==> config.mk <==
export PLATFORM = sky130hd
export DESIGN_NAME = dmem_arbiter
export DESIGN_NICKNAME = d
export VERILOG_FILES = /design/src/rtl/dmem_arbiter_pkg.sv /design/src/rtl/dmem_addr_xlate.sv /design/src/rtl/dmem_arbiter.sv
export SDC_FILE = /design/constraint.sdc
export NUM_CORES = 1
export LEC_CHECK = 0
export CAP_MARGIN = 40
export CORE_AREA = 2 2 119 121
export DETAILED_ROUTE_END_ITERATION = 12
export DIE_AREA = 0 0 121 123
export GPL_ROUTABILITY_DRIVEN = 0
export RECOVER_POWER = 100
export SYNTH_ARGS = -nofsm -noshare
export SYNTH_HDL_FRONTEND = slang
export SYNTH_SLANG_ARGS = --single-unit
==> constraint.sdc <==
create_clock -name in_clk -period 4 [get_ports in_clk]
set_input_delay 0.8 -clock in_clk [delete_from_list [all_inputs] [get_ports in_clk]]
set_output_delay 0.8 -clock in_clk [all_outputs]
set_load 0.01 [all_outputs]
==> src/rtl/dmem_arbiter_pkg.sv <==
// dmem_arbiter_pkg: shared constants and types for the data-memory arbiter.
//   DMEM_BASE_DEFAULT : byte address that maps to dmem word 0
//   TYPE_*            : dmem access size codes (passed through unchanged)
//   arb_state_e       : arbiter FSM encoding (previous-cycle owner)
package dmem_arbiter_pkg;

    localparam logic [31:0] DMEM_BASE_DEFAULT = 32'h1001_0000;

    localparam logic [1:0] TYPE_WORD = 2'd0;
    localparam logic [1:0] TYPE_HALF = 2'd1;
    localparam logic [1:0] TYPE_BYTE = 2'd2;

    typedef enum logic [1:0] {
        S_IDLE = 2'd0,
        S_PIPE = 2'd1,
        S_AUX  = 2'd2
    } arb_state_e;

endpackage

==> src/rtl/dmem_addr_xlate.sv <==
// dmem_addr_xlate: combinational byte-address to dmem word-index translation.
// Ports:
//   in_addr   : byte address
//   out_index : (in_addr - BASE) >> 2, 32-bit wrapping subtraction
//   out_oob   : address below BASE or index beyond the last dmem word
module dmem_addr_xlate
    import dmem_arbiter_pkg::*;
#(
    parameter logic [31:0] BASE  = DMEM_BASE_DEFAULT,
    parameter int unsigned WORDS = 1024
) (
    input  logic [31:0] in_addr,
    output logic [31:0] out_index,
    output logic        out_oob
);

    logic [31:0] offset;

    assign offset    = in_addr - BASE;
    assign out_index = {2'b00, offset[31:2]};
    assign out_oob   = (in_addr < BASE) || (out_index >= WORDS);

endmodule

==> src/rtl/dmem_arbiter.sv <==
// dmem_arbiter: shares one data memory between the pipeline MEM stage (P) and an
// auxiliary master (A). P has fixed priority; A is forced through after
// AUX_MAX_WAIT consecutive denials, stalling P for that one cycle.
// Optional build macro: DMEM_ARB_RANGE_CHECK_EN (blocks out-of-range accesses and
// adds out_range_err).
// Ports:
//   in_clk, in_rst          : clock, synchronous active-high reset
//   in_p_*                  : pipeline request (req/wena/type/addr/wdata)
//   out_p_stall/out_p_rdata : pipeline hold, same-cycle load data
//   in_a_*                  : aux request, held until granted
//   out_a_gnt               : aux access performed this cycle
//   out_a_rdata/out_a_rvalid: registered aux load data, one-cycle valid pulse
//   out_dmem_*/in_dmem_rdata: dmem interface (word index address)
//   out_range_err           : (macro only) registered out-of-range pulse
module dmem_arbiter
    import dmem_arbiter_pkg::*;
#(
    parameter logic [31:0] DMEM_BASE    = DMEM_BASE_DEFAULT,
    parameter int unsigned DMEM_WORDS   = 1024,
    parameter int unsigned AUX_MAX_WAIT = 4
) (
    input  logic        in_clk,
    input  logic        in_rst,
    input  logic        in_p_req,
    input  logic        in_p_wena,
    input  logic [1:0]  in_p_type,
    input  logic [31:0] in_p_addr,
    input  logic [31:0] in_p_wdata,
    output logic        out_p_stall,
    output logic [31:0] out_p_rdata,
    input  logic        in_a_req,
    input  logic        in_a_wena,
    input  logic [1:0]  in_a_type,
    input  logic [31:0] in_a_addr,
    input  logic [31:0] in_a_wdata,
    output logic        out_a_gnt,
    output logic [31:0] out_a_rdata,
    output logic        out_a_rvalid,
    output logic        out_dmem_ena,
    output logic        out_dmem_wena,
    output logic [1:0]  out_dmem_type,
    output logic [31:0] out_dmem_addr,
    output logic [31:0] out_dmem_wdata,
    input  logic [31:0] in_dmem_rdata
`ifdef DMEM_ARB_RANGE_CHECK_EN
    ,
    output logic        out_range_err
`endif
);

    localparam logic [3:0] MAX_WAIT = 4'(AUX_MAX_WAIT);

    arb_state_e  state_q, state_d;
    logic [3:0]  wait_q, wait_d;
    logic        p_gnt, a_gnt, any_gnt;
    logic [31:0] sel_addr, xlate_index;
    logic        xlate_oob, blocked;
    logic [31:0] a_rdata_q;
    logic        a_rvalid_q;

    // Arbitration, wait counter and next owner.
    always_comb begin
        p_gnt   = 1'b0;
        a_gnt   = 1'b0;
        state_d = S_IDLE;
        wait_d  = wait_q;
        if (!in_rst) begin
            if (in_p_req && in_a_req) begin
                // Right after an A grant P always wins, so P never stalls twice in a row.
                if (state_q == S_AUX || wait_q < MAX_WAIT) begin
                    p_gnt = 1'b1;
                end else begin
                    a_gnt = 1'b1;
                end
            end else if (in_p_req) begin
                p_gnt = 1'b1;
            end else if (in_a_req) begin
                a_gnt = 1'b1;
            end
        end
        if (p_gnt) begin
            state_d = S_PIPE;
        end else if (a_gnt) begin
            state_d = S_AUX;
        end
        if (!in_a_req || a_gnt) begin
            wait_d = 4'd0;
        end else if (p_gnt && wait_q < MAX_WAIT) begin
            wait_d = wait_q + 4'd1;
        end
    end

    assign any_gnt  = p_gnt || a_gnt;
    assign sel_addr = a_gnt ? in_a_addr : in_p_addr;

    dmem_addr_xlate #(
        .BASE  (DMEM_BASE),
        .WORDS (DMEM_WORDS)
    ) u_xlate (
        .in_addr   (sel_addr),
        .out_index (xlate_index),
        .out_oob   (xlate_oob)
    );

`ifdef DMEM_ARB_RANGE_CHECK_EN
    logic range_err_q;

    assign blocked       = xlate_oob;
    assign out_range_err = range_err_q;

    always_ff @(posedge in_clk) begin
        if (in_rst) begin
            range_err_q <= 1'b0;
        end else begin
            range_err_q <= any_gnt && xlate_oob;
        end
    end
`else
    logic unused_oob;

    assign blocked    = 1'b0;
    assign unused_oob = xlate_oob;
`endif

    // dmem drive: the granted port, with enable/write masked for blocked accesses.
    always_comb begin
        out_dmem_ena   = 1'b0;
        out_dmem_wena  = 1'b0;
        out_dmem_type  = 2'd0;
        out_dmem_addr  = 32'd0;
        out_dmem_wdata = 32'd0;
        if (any_gnt) begin
            out_dmem_ena   = !blocked;
            out_dmem_wena  = (a_gnt ? in_a_wena : in_p_wena) && !blocked;
            out_dmem_type  = a_gnt ? in_a_type : in_p_type;
            out_dmem_addr  = xlate_index;
            out_dmem_wdata = a_gnt ? in_a_wdata : in_p_wdata;
        end
    end

    assign out_p_stall  = in_p_req && !p_gnt && !in_rst;
    assign out_p_rdata  = (p_gnt && !blocked) ? in_dmem_rdata : 32'd0;
    assign out_a_gnt    = a_gnt;
    assign out_a_rdata  = a_rdata_q;
    assign out_a_rvalid = a_rvalid_q;

    always_ff @(posedge in_clk) begin
        if (in_rst) begin
            state_q    <= S_IDLE;
            wait_q     <= 4'd0;
            a_rdata_q  <= 32'd0;
            a_rvalid_q <= 1'b0;
        end else begin
            state_q    <= state_d;
            wait_q     <= wait_d;
            a_rvalid_q <= a_gnt && !in_a_wena;
            if (a_gnt && !in_a_wena) begin
                a_rdata_q <= blocked ? 32'd0 : in_dmem_rdata;
            end
        end
    end

endmodule

Word level (Yosys, flattened, before mapping). Cells that the tools add are included.

Flip-flop bits (word level): 39. Bits of input ports: 170. Word-level logic and storage cells: 44.

Add/subtract/negate cells: 2. $lt $le $gt $ge: 1. Equality and inequality tests: 1. Multiplexer cells: 21. Reductions and logical operators: 14.

Operators with widths (count): $mux W32 (4); $sub A32 B29 Y32 const B (1); $mux W30 (1); $mux W1 (13); $mux W2 (3); $logic_and A1 B1 Y1 (5); $add A4 B1 Y4 const B (1); $logic_not A1 Y1 (4); $lt A4 B3 Y1 const B (1); $reduce_or A2 Y1 (2); $logic_or A1 B1 Y1 (3); $eq A2 B2 Y1 const B (1).

Longest topological paths before layout. Gate-level depths: netlist of the first run.

Word-level depth: 8. Gate-level depth with buffers: 12.

By module. From an unflattened synthesis of the first run, not the netlist that was laid out.

Cell total of the unflattened synthesis: 461. Area, all modules: 3726.1 um^2.

Modules (own cells, without submodules): dmem_arbiter (times used 1, cells each 376, area each 3078.0 um^2, seq. area each 780.7 um^2); dmem_addr_xlate (times used 1, cells each 85, area each 648.1 um^2, seq. area each 0.0 um^2).

Least setup slack after synthesis of the first run. OpenSTA, ideal clock, no wires.

Path kind: input to output. From: input port in_rst. To: output port out_dmem_addr[28]. Data arrival time: 3121 ps. Data required time: 3200 ps. Setup slack: 79 ps. Stages on the path: 12. Buffers on the path: 2. Cells stage by stage: clkbuf_1 nor2b_1 buf_2 nand2_1 mux2i_1 ha_1 nand2b_1 or4_4 a221oi_2 a21oi_1 xnor2_1 nor2_1.

Longest elaborated chain between the ends: 4. Elaborated cells on any way between the ends: 6. Classes of those cells: add/sub (1); mux (4); reduce/logical (1).

RTL lines: start, declared (line dmem_arbiter.sv:23) `input logic in_rst,`; $mux W1 (line dmem_arbiter.sv:67) `if (!in_rst) begin`; $mux W32 (line dmem_arbiter.sv:94) `assign sel_addr = a_gnt ? in_a_addr : in_p_addr;`; $sub A32 B29 Y32 (line dmem_addr_xlate.sv:19) `assign offset = in_addr - BASE;`; $mux W30 * (line dmem_arbiter.sv:132) `if (any_gnt) begin`; end, declared (line dmem_arbiter.sv:42) `output logic [31:0] out_dmem_addr,`.

Every way passes the cells marked *; elsewhere a longest branch is shown, timed or not.

Worst setup path after layout of the first run.
From: input port in_a_addr[19]. To: output port out_dmem_addr[21].

Longest elaborated chain between the ends: 3.

RTL lines: start, declared (line dmem_arbiter.sv:34) `input logic [31:0] in_a_addr,`; $mux W32 (line dmem_arbiter.sv:94); $sub A32 B29 Y32 (line dmem_addr_xlate.sv:19); $mux W30 (line dmem_arbiter.sv:132).

No other way between the ends.

==> results of run 1 <==
worst min-delay path, delay by kind of cell (launching register included):
| kind | cells | cell delay (ns) |
|---|---|---|
| compound gates | 1 | 0.05 |
| simple gates | 1 | 0.05 |
| flops | 1 | 0.30 |
layout make-up:
class,instances,area share [%]
Multi-Input combinational cell,308,30.42
Inverter,6,0.4018
Clock inverter,3,0.3062
Tap cell,180,3.444
Clock buffer,5,1.914
Timing Repair Buffer,350,51.57
Sequential cell,39,11.94
registers in the layout, summed over array words and instances (netlist names):
| signal | count |
|---|---|
| out_a_rvalid | 1 |
| wait_q | 4 |
| state_q | 2 |
| out_a_rdata | 32 |
power by group through the flow:
| stage | clock (mW) | combinational, mW | sequential, mW |
|---|---|---|---|
| 2_1_floorplan | 0 | 0.159 | 0.412 |
| 3_3_place_gp | 0 | 0.532 | 0.409 |
| 3_5_place_dp | 0 | 0.533 | 0.409 |
| 4_1_cts | 0.400 | 0.542 | 0.400 |
| 5_1_grt | 0.415 | 0.559 | 0.401 |
| 6_report | 0.389 | 0.525 | 0.400 |
layout by cell type (no fill, tap or decap), drive strengths merged, types with 6 or more instances in the layout:
cell type | netlist | final
dlygate4sd2 | 0 | 6
nand2 | 71 | 71
xnor2 | 14 | 14
nor3 | 7 | 7
a21oi | 39 | 39
buf | 14 | 48
clkbuf | 21 | 14
dlygate4sd3 | 0 | 75
dfxtp | 39 | 39
clkdlybuf4s50 | 0 | 207
and2 | 33 | 33
xor2 | 8 | 8
or4 | 6 | 6
nor2 | 19 | 19
a22o | 49 | 49
o22ai | 13 | 13
worst paths after layout:
check	from	endpoint	cells after the start
setup / recovery	in_a_addr[19]	out_dmem_addr[21]	8
setup reg to reg	state_q[1]$_SDFF_PP0_	out_a_rdata[19]$_SDFFE_PP0P_	8
hold / removal	out_a_rdata[30]$_SDFFE_PP0P_	out_a_rdata[30]$_SDFFE_PP0P_	2
hold reg to reg	out_a_rdata[30]$_SDFFE_PP0P_	out_a_rdata[30]$_SDFFE_PP0P_	2
synth_stat cells (2+ instances only):
cell type / n
a21oi_1: 39
a22o_1: 49
a31oi_1: 2
and2_1: 33
buf_1: 7
buf_2: 5
buf_4: 2
clkbuf_1: 21
dfxtp_1: 39
ha_1: 2
inv_1: 6
mux2i_1: 4
nand2_1: 71
nand2b_1: 4
nand3_1: 4
nor2_1: 19
nor2b_1: 2
nor3_1: 6
nor4_1: 2
o21ai_0: 3
o22ai_1: 13
o41ai_1: 2
or3_1: 3
or4_1: 5
xnor2_1: 14
xor2_1: 8
what timing repair did:
item	4_1_cts	5_1_grt
endpoints found under the setup margin	59	12
setup buffers	2	1
pin swaps	5	9
resized for setup	28	15
kinds of logic (layout without fill, tap and decap cells):
| group | Yosys count | in the layout | synth area share (%) |
|---|---|---|---|
| other | 1 | 2 | 0.1309 |
| buffers and inverters | 41 | 364 | 5.852 |
| XOR/XNOR | 22 | 22 | 6.725 |
| adder cells (fa/ha/maj) | 2 | 2 | 0.8732 |
| AO/OA/AOI/OAI | 123 | 123 | 31.62 |
| multiplexers | 4 | 4 | 1.397 |
| AND/OR/NAND/NOR | 155 | 155 | 26.16 |
| flip-flops | 39 | 39 | 27.25 |
metrics by stage:
step | area (sq um) | TNS [ns]
floorplan | 2869 | 0
global placement | 6347 | -4.332
detailed placement | 6347 | -6.086
CTS | 6568 | -0.1666
global route | 6539 | 0
finish | 6539 | 0
layer usage:
layer / track usage [%] / up-vias / share of wire [%] / wire length [microns]
met1: 24.84 / 1919 / 43 / 6688
met4: 3.997 / 0 / 1.2 / 187
met5: 0 / - / 0 / 0
li1: - / 2030 / - / -
met3: 4.935 / 12 / 8.9 / 1398
met2: 32.55 / 194 / 47 / 7419
==> impl_metrics.yaml, run 1 <==
outcome:
  status: "finished, final reports clean"
worst_setup_path:
  worstPathMaxFanout: 3
  critical_path_class: "input pin to primary output"
  cp_data_required_time_ns: 3.20
  crit_path_end_kind: "primary output"
  crit_chain: "clkdlybuf4s50_1 -> or4_4 -> clkbuf_1 -> nor2_1 -> clkbuf_4 -> xnor2_1 -> o22ai_1 -> clkdlybuf4s50_1"
  r2r_setup_slack_ns: 1.28
  crit_family: "buffers and inverters"
  crit_top_cell: "clkdlybuf4s50_1"
  slowest_delay_ns: 0.59
  arrival_ns: 3.16
  crit_path_start_kind: "input pin"
  slowest_stage: "or4_4"
  cp_num_buf_inv: 4
sta:
  finalCriticalPeriod_ns: 3.959
  post-route-period-util_pct: 98.97
  fin_skew_ns: 0.007356
  hold_violations: 0
  worst_pin_slew_ns: 1.436
  fmax_ghz: 0.2526
  timing.hold.ws_ns: 0.4514
  rsz0062_at_grt: "no"
  setup_viol: 0
  final_max_slew_viol_count: 0
  slew-limit-headroom_pct: 4.287
  worst_slack_ns: 0.04134
placement:
  dp_cells: 880
  numPortBuffers: 298
  preCtsSetupSlack_ns: -0.5171
  hpwl_mm: 12.62
power_and_ir_drop:
  p_leak_nw: 2.717
  p_int_mw: 0.9448
  p_sw_mw: 0.3688
  power_mw: 1.314
  switching_share_pct: 28.08
  clockPowerShare_pct: 29.6
  powerDensity_mw_per_mm2: 200.9
  p_seq_share_pct: 30.4
  combPwrFrac_pct: 39.9
  peakVddDrop_mv: 0.1842
final_layout:
  layout-drive-gt1-share_pct: 10.83
  fill_cells: 1369
  postLayoutCoreUtil_pct: 48.04
  fin_cells: 891
  syn_to_final_growth_pct: 128.2
  n_antenna_cell: 0
  fin_nets: 882
  multi_input_area_sq_mm: 0.001989
  seq_area_sq_um: 780.7
global_routing:
  grt_overflow_total: 0
  antenna_found_initial: 0
  grt_pass1_wl_mm: 22.65
  grt_max_degree: 49
  track_usage_pct: 19.27
  grt_pass1_vias: 4132
yosys:
  synth_warnings: 0
  synth-async-reset-ratio_pct: 0
  synth_cells: 387
  ys_dominant_reg_cell: "dfxtp_1"
  synth-edff-count: 0
  synth_largest_area_cell: "dfxtp_1"
  yosys.cell_types.count: 48
  synth_seq_cells: 39
  seq_area_frac_synth_pct: 27.25
  yosysTopAreaCellShare_pct: 27.25
  synth_top_cells_by_area: "dfxtp_1 (27%), a22o_1 (15%), nand2_1 (9.3%), and2_1 (7.2%), a21oi_1 (6.8%)"
  netlist_area_sq_mm: 0.002865
  avgSynthCellArea_sq_um: 7.404
drt:
  ant_nets: 0
  wl_per_cell_microns: 17.61
  viasPerCell: 4.663
  wl_mm: 15.69
  vias: 4155
  first_pass_iters: 4
  drt-initial-drc-count: 258
  drc: 0
clock_network:
  cts_buffers: 5
  cts_root_buf: "clkbuf_16"
  htreeDepth: 2
  cts_hold_buf: 0
  clk_latency_ns: 0.28
  clkTransAtPathRegs_ns: 0.06
  clock_path_buffers: 2
  cts_tree: "yes"
  clock_sinks: 39
floorplanning:
  die-width_microns: 121
  rows: 43
  coreArea_sq_mm: 0.01361
  num_io_pins: 305
  fp.dieH_microns: 123
  dieArea_sq_mm: 0.01488
  initial_core_util_pct: 21.05
run:
  drv_cap: 0
min_path:
  hp-class: "register to register"
Power figures use the tool's default switching activity.
==> run 2: changes to the inputs <==
--- a/config.mk
+++ b/config.mk
@@ -7,9 +7,11 @@
 export LEC_CHECK = 0
 export CAP_MARGIN = 40
 export CORE_AREA = 2 2 119 121
+export CTS_CLUSTER_DIAMETER = 80
 export DETAILED_ROUTE_END_ITERATION = 12
 export DIE_AREA = 0 0 121 123
 export GPL_ROUTABILITY_DRIVEN = 0
+export PLACE_DENSITY_LB_ADDON = 0.2
 export RECOVER_POWER = 100
 export SYNTH_ARGS = -nofsm -noshare
 export SYNTH_HDL_FRONTEND = slang
==> run 2 against run 1 <==
Effect of this change:
- sequential power is essentially flat
- final area grew 1.2%
- worst setup slack gained 0.026 ns
- clock-buffer cell count grew 1
- critical path depth is the same
- power shrank 0.78%
- die area is the same
- non-clock buffer count grew 4
- clock power shrank 2%
- critical path type unchanged
==> impl_metrics.yaml, run 2 (synthesis results as in run 1) <==
clock_network:
  clock_sinks: 39
  cts_buffers: 5
  cts_tree: "yes"
  cts_root_buf: "clkbuf_16"
  clkTransAtPathRegs_ns: 0.05
  clock_path_buffers: 2
  htreeDepth: 2
  clk_latency_ns: 0.28
final_layout:
  postLayoutCoreUtil_pct: 48.61
  syn_to_final_growth_pct: 130.9
  fin_cells: 894
  largest_reg_flops: 32
  n_antenna_cell: 0
  fill_cells: 1298
  final_common_cell: "clkdlybuf4s50_1"
  layout-drive-gt1-share_pct: 12.32
  final_cell_mix: "clkdlybuf4s50_1 (187), dlygate4sd3_1 (99), nand2_1 (70)"
  fin_nets: 886
min_path:
  hp-class: "register to register"
  hold_end: "out_a_rdata[27]$_SDFFE_PP0P_"
  worstHoldStart: "out_a_rdata[27]$_SDFFE_PP0P_"
  hold_depth: 2
power_and_ir_drop:
  clockPowerShare_pct: 29.3
  p_leak_nw: 2.812
  p_int_mw: 0.9596
  switching_share_pct: 26.37
  p_seq_share_pct: 30.7
  combPwrFrac_pct: 39.9
  p_sw_mw: 0.3437
  powerDensity_mw_per_mm2: 197.0
  peakVddDrop_mv: 0.1800
worst_setup_path:
  arrival_ns: 3.13
  crit_path_end_kind: "primary output"
  reg2reg_depth: 8
  r2r_end: "out_a_rdata[3]$_SDFFE_PP0P_"
  critical_path_class: "input pin to primary output"
  r2r_setup_slack_ns: 1.30
  crit_path_start_kind: "input pin"
  crit-reg2reg-launch: "state_q[1]$_SDFF_PP0_"
  worstPathMaxFanout: 4
  cp_data_required_time_ns: 3.20
drt:
  viasPerCell: 4.625
  first_pass_iters: 4
  wl_per_cell_microns: 16.57
  drc: 0
  drt-initial-drc-count: 191
  wl_mm: 14.81
  ant_nets: 0
  vias: 4135
sta:
  rsz0062_at_grt: "yes"
  slew-limit-headroom_pct: 7.293
  hold_violations: 0
  post-route-period-util_pct: 98.32
  fin_skew_ns: 0.005900
  finalCriticalPeriod_ns: 3.933
  final_max_slew_viol_count: 0
  setup_viol: 0
  worst_pin_slew_ns: 1.391
  fmax_ghz: 0.2543
outcome:
  status: "finished, final reports clean"
global_routing:
  grt_max_degree: 35
  grt_overflow_total: 0
  track_usage_pct: 18.50
  antenna_found_initial: 0
  grt_pass1_vias: 4105
  grt_pass1_wl_mm: 21.87
floorplanning:
  num_io_pins: 305
  fp.dieH_microns: 123
  dieArea_sq_mm: 0.01488
  initial_core_util_pct: 21.05
  die-width_microns: 121
  coreArea_sq_mm: 0.01361
  rows: 43
placement:
  hpwl_mm: 12.04
  numPortBuffers: 298
  dp_cells: 881
run:
  drv_cap: 0
run 2: changes by cell type in the layout (fill, tap and decap cells not counted), moves of 3 or more:
cell,delta
clkbuf_1,-6
dlygate4sd2_1,-4
clkdlybuf4s50_1,-20
dlygate4sd3_1,+24
buf_4,+6
clkbuf_2,+3
run 2: critical path: stages:
cell and delay (ns):
clkdlybuf4s50_1 0.43, or4_4 0.60, buf_4 0.17, nor2_1 0.17, nand2_1 0.09, xor2_1 0.14, o22ai_1 0.16, clkdlybuf4s50_1 0.56
run 2: timing repair:
item / CTS / global route
buffers inserted: 5 / 1
cloned: 0 / 0
setup endpoints to repair: 47 / 91
resized for setup: 36 / 11
hold buffers: 0 / 0
pin swaps: 5 / 6
run 2: stage by stage:
step           setup slack, ns   TNS (ns)  instance area (sq um)  hold WS, ns  total power [mW]
6_report               0.06712          0                   6616       0.4508             1.303
5_1_grt              -0.005907  -0.005907                   6616       0.4692             1.374
4_1_cts                -0.1015    -0.1195                   6603       0.4534             1.334
3_5_place_dp           -0.6380     -3.563                   6357       0.4459            0.9387
3_3_place_gp           -0.6053     -3.194                   6357       0.4423            0.9355
2_1_floorplan          0.07935          0                   2869       0.4428            0.5709
run 2: worst max path at each step:
stage	from	end	slack, ns	cells after the start
after global routing	in_a_addr[26]	out_dmem_addr[28]	-0.006	8
after CTS	in_a_req	out_dmem_addr[28]	-0.10	12
after detailed placement	in_a_req	out_dmem_addr[28]	-0.64	12
after floorplan	in_rst	out_dmem_addr[28]	0.08	12
final	in_a_addr[22]	out_dmem_addr[23]	0.07	8
after global placement	in_a_req	out_dmem_addr[28]	-0.61	12
run 2: power by group through the flow:
stage / logic, mW / registers, mW / clock network [mW]
global placement: 0.527 / 0.409 / 0
detailed placement: 0.530 / 0.409 / 0
CTS: 0.541 / 0.401 / 0.393
floorplan: 0.159 / 0.412 / 0
global route: 0.558 / 0.401 / 0.415
finish: 0.520 / 0.400 / 0.382
run 2: cell type report:
cell class / count / area (sq um) / area share (%)
flip-flops and latches: 39 / 780.7 / 11.80
repair buffers: 354 / 3440 / 51.99
clock inverters: 1 / 5.005 / 0.07564
inverters: 6 / 26.28 / 0.3971
well taps: 180 / 225.2 / 3.404
clock buffers: 6 / 138.9 / 2.099
multi-input cells: 308 / 2001 / 30.24
run 2: routing by layer:
layer  vias up  share of wire [%]  GRT usage, %
met5         -                  0             0
met4         0                1.0         4.070
met3        11                8.8         5.673
met2       185                 49         31.53
met1      1909                 41         22.95
li1       2030                  -             -
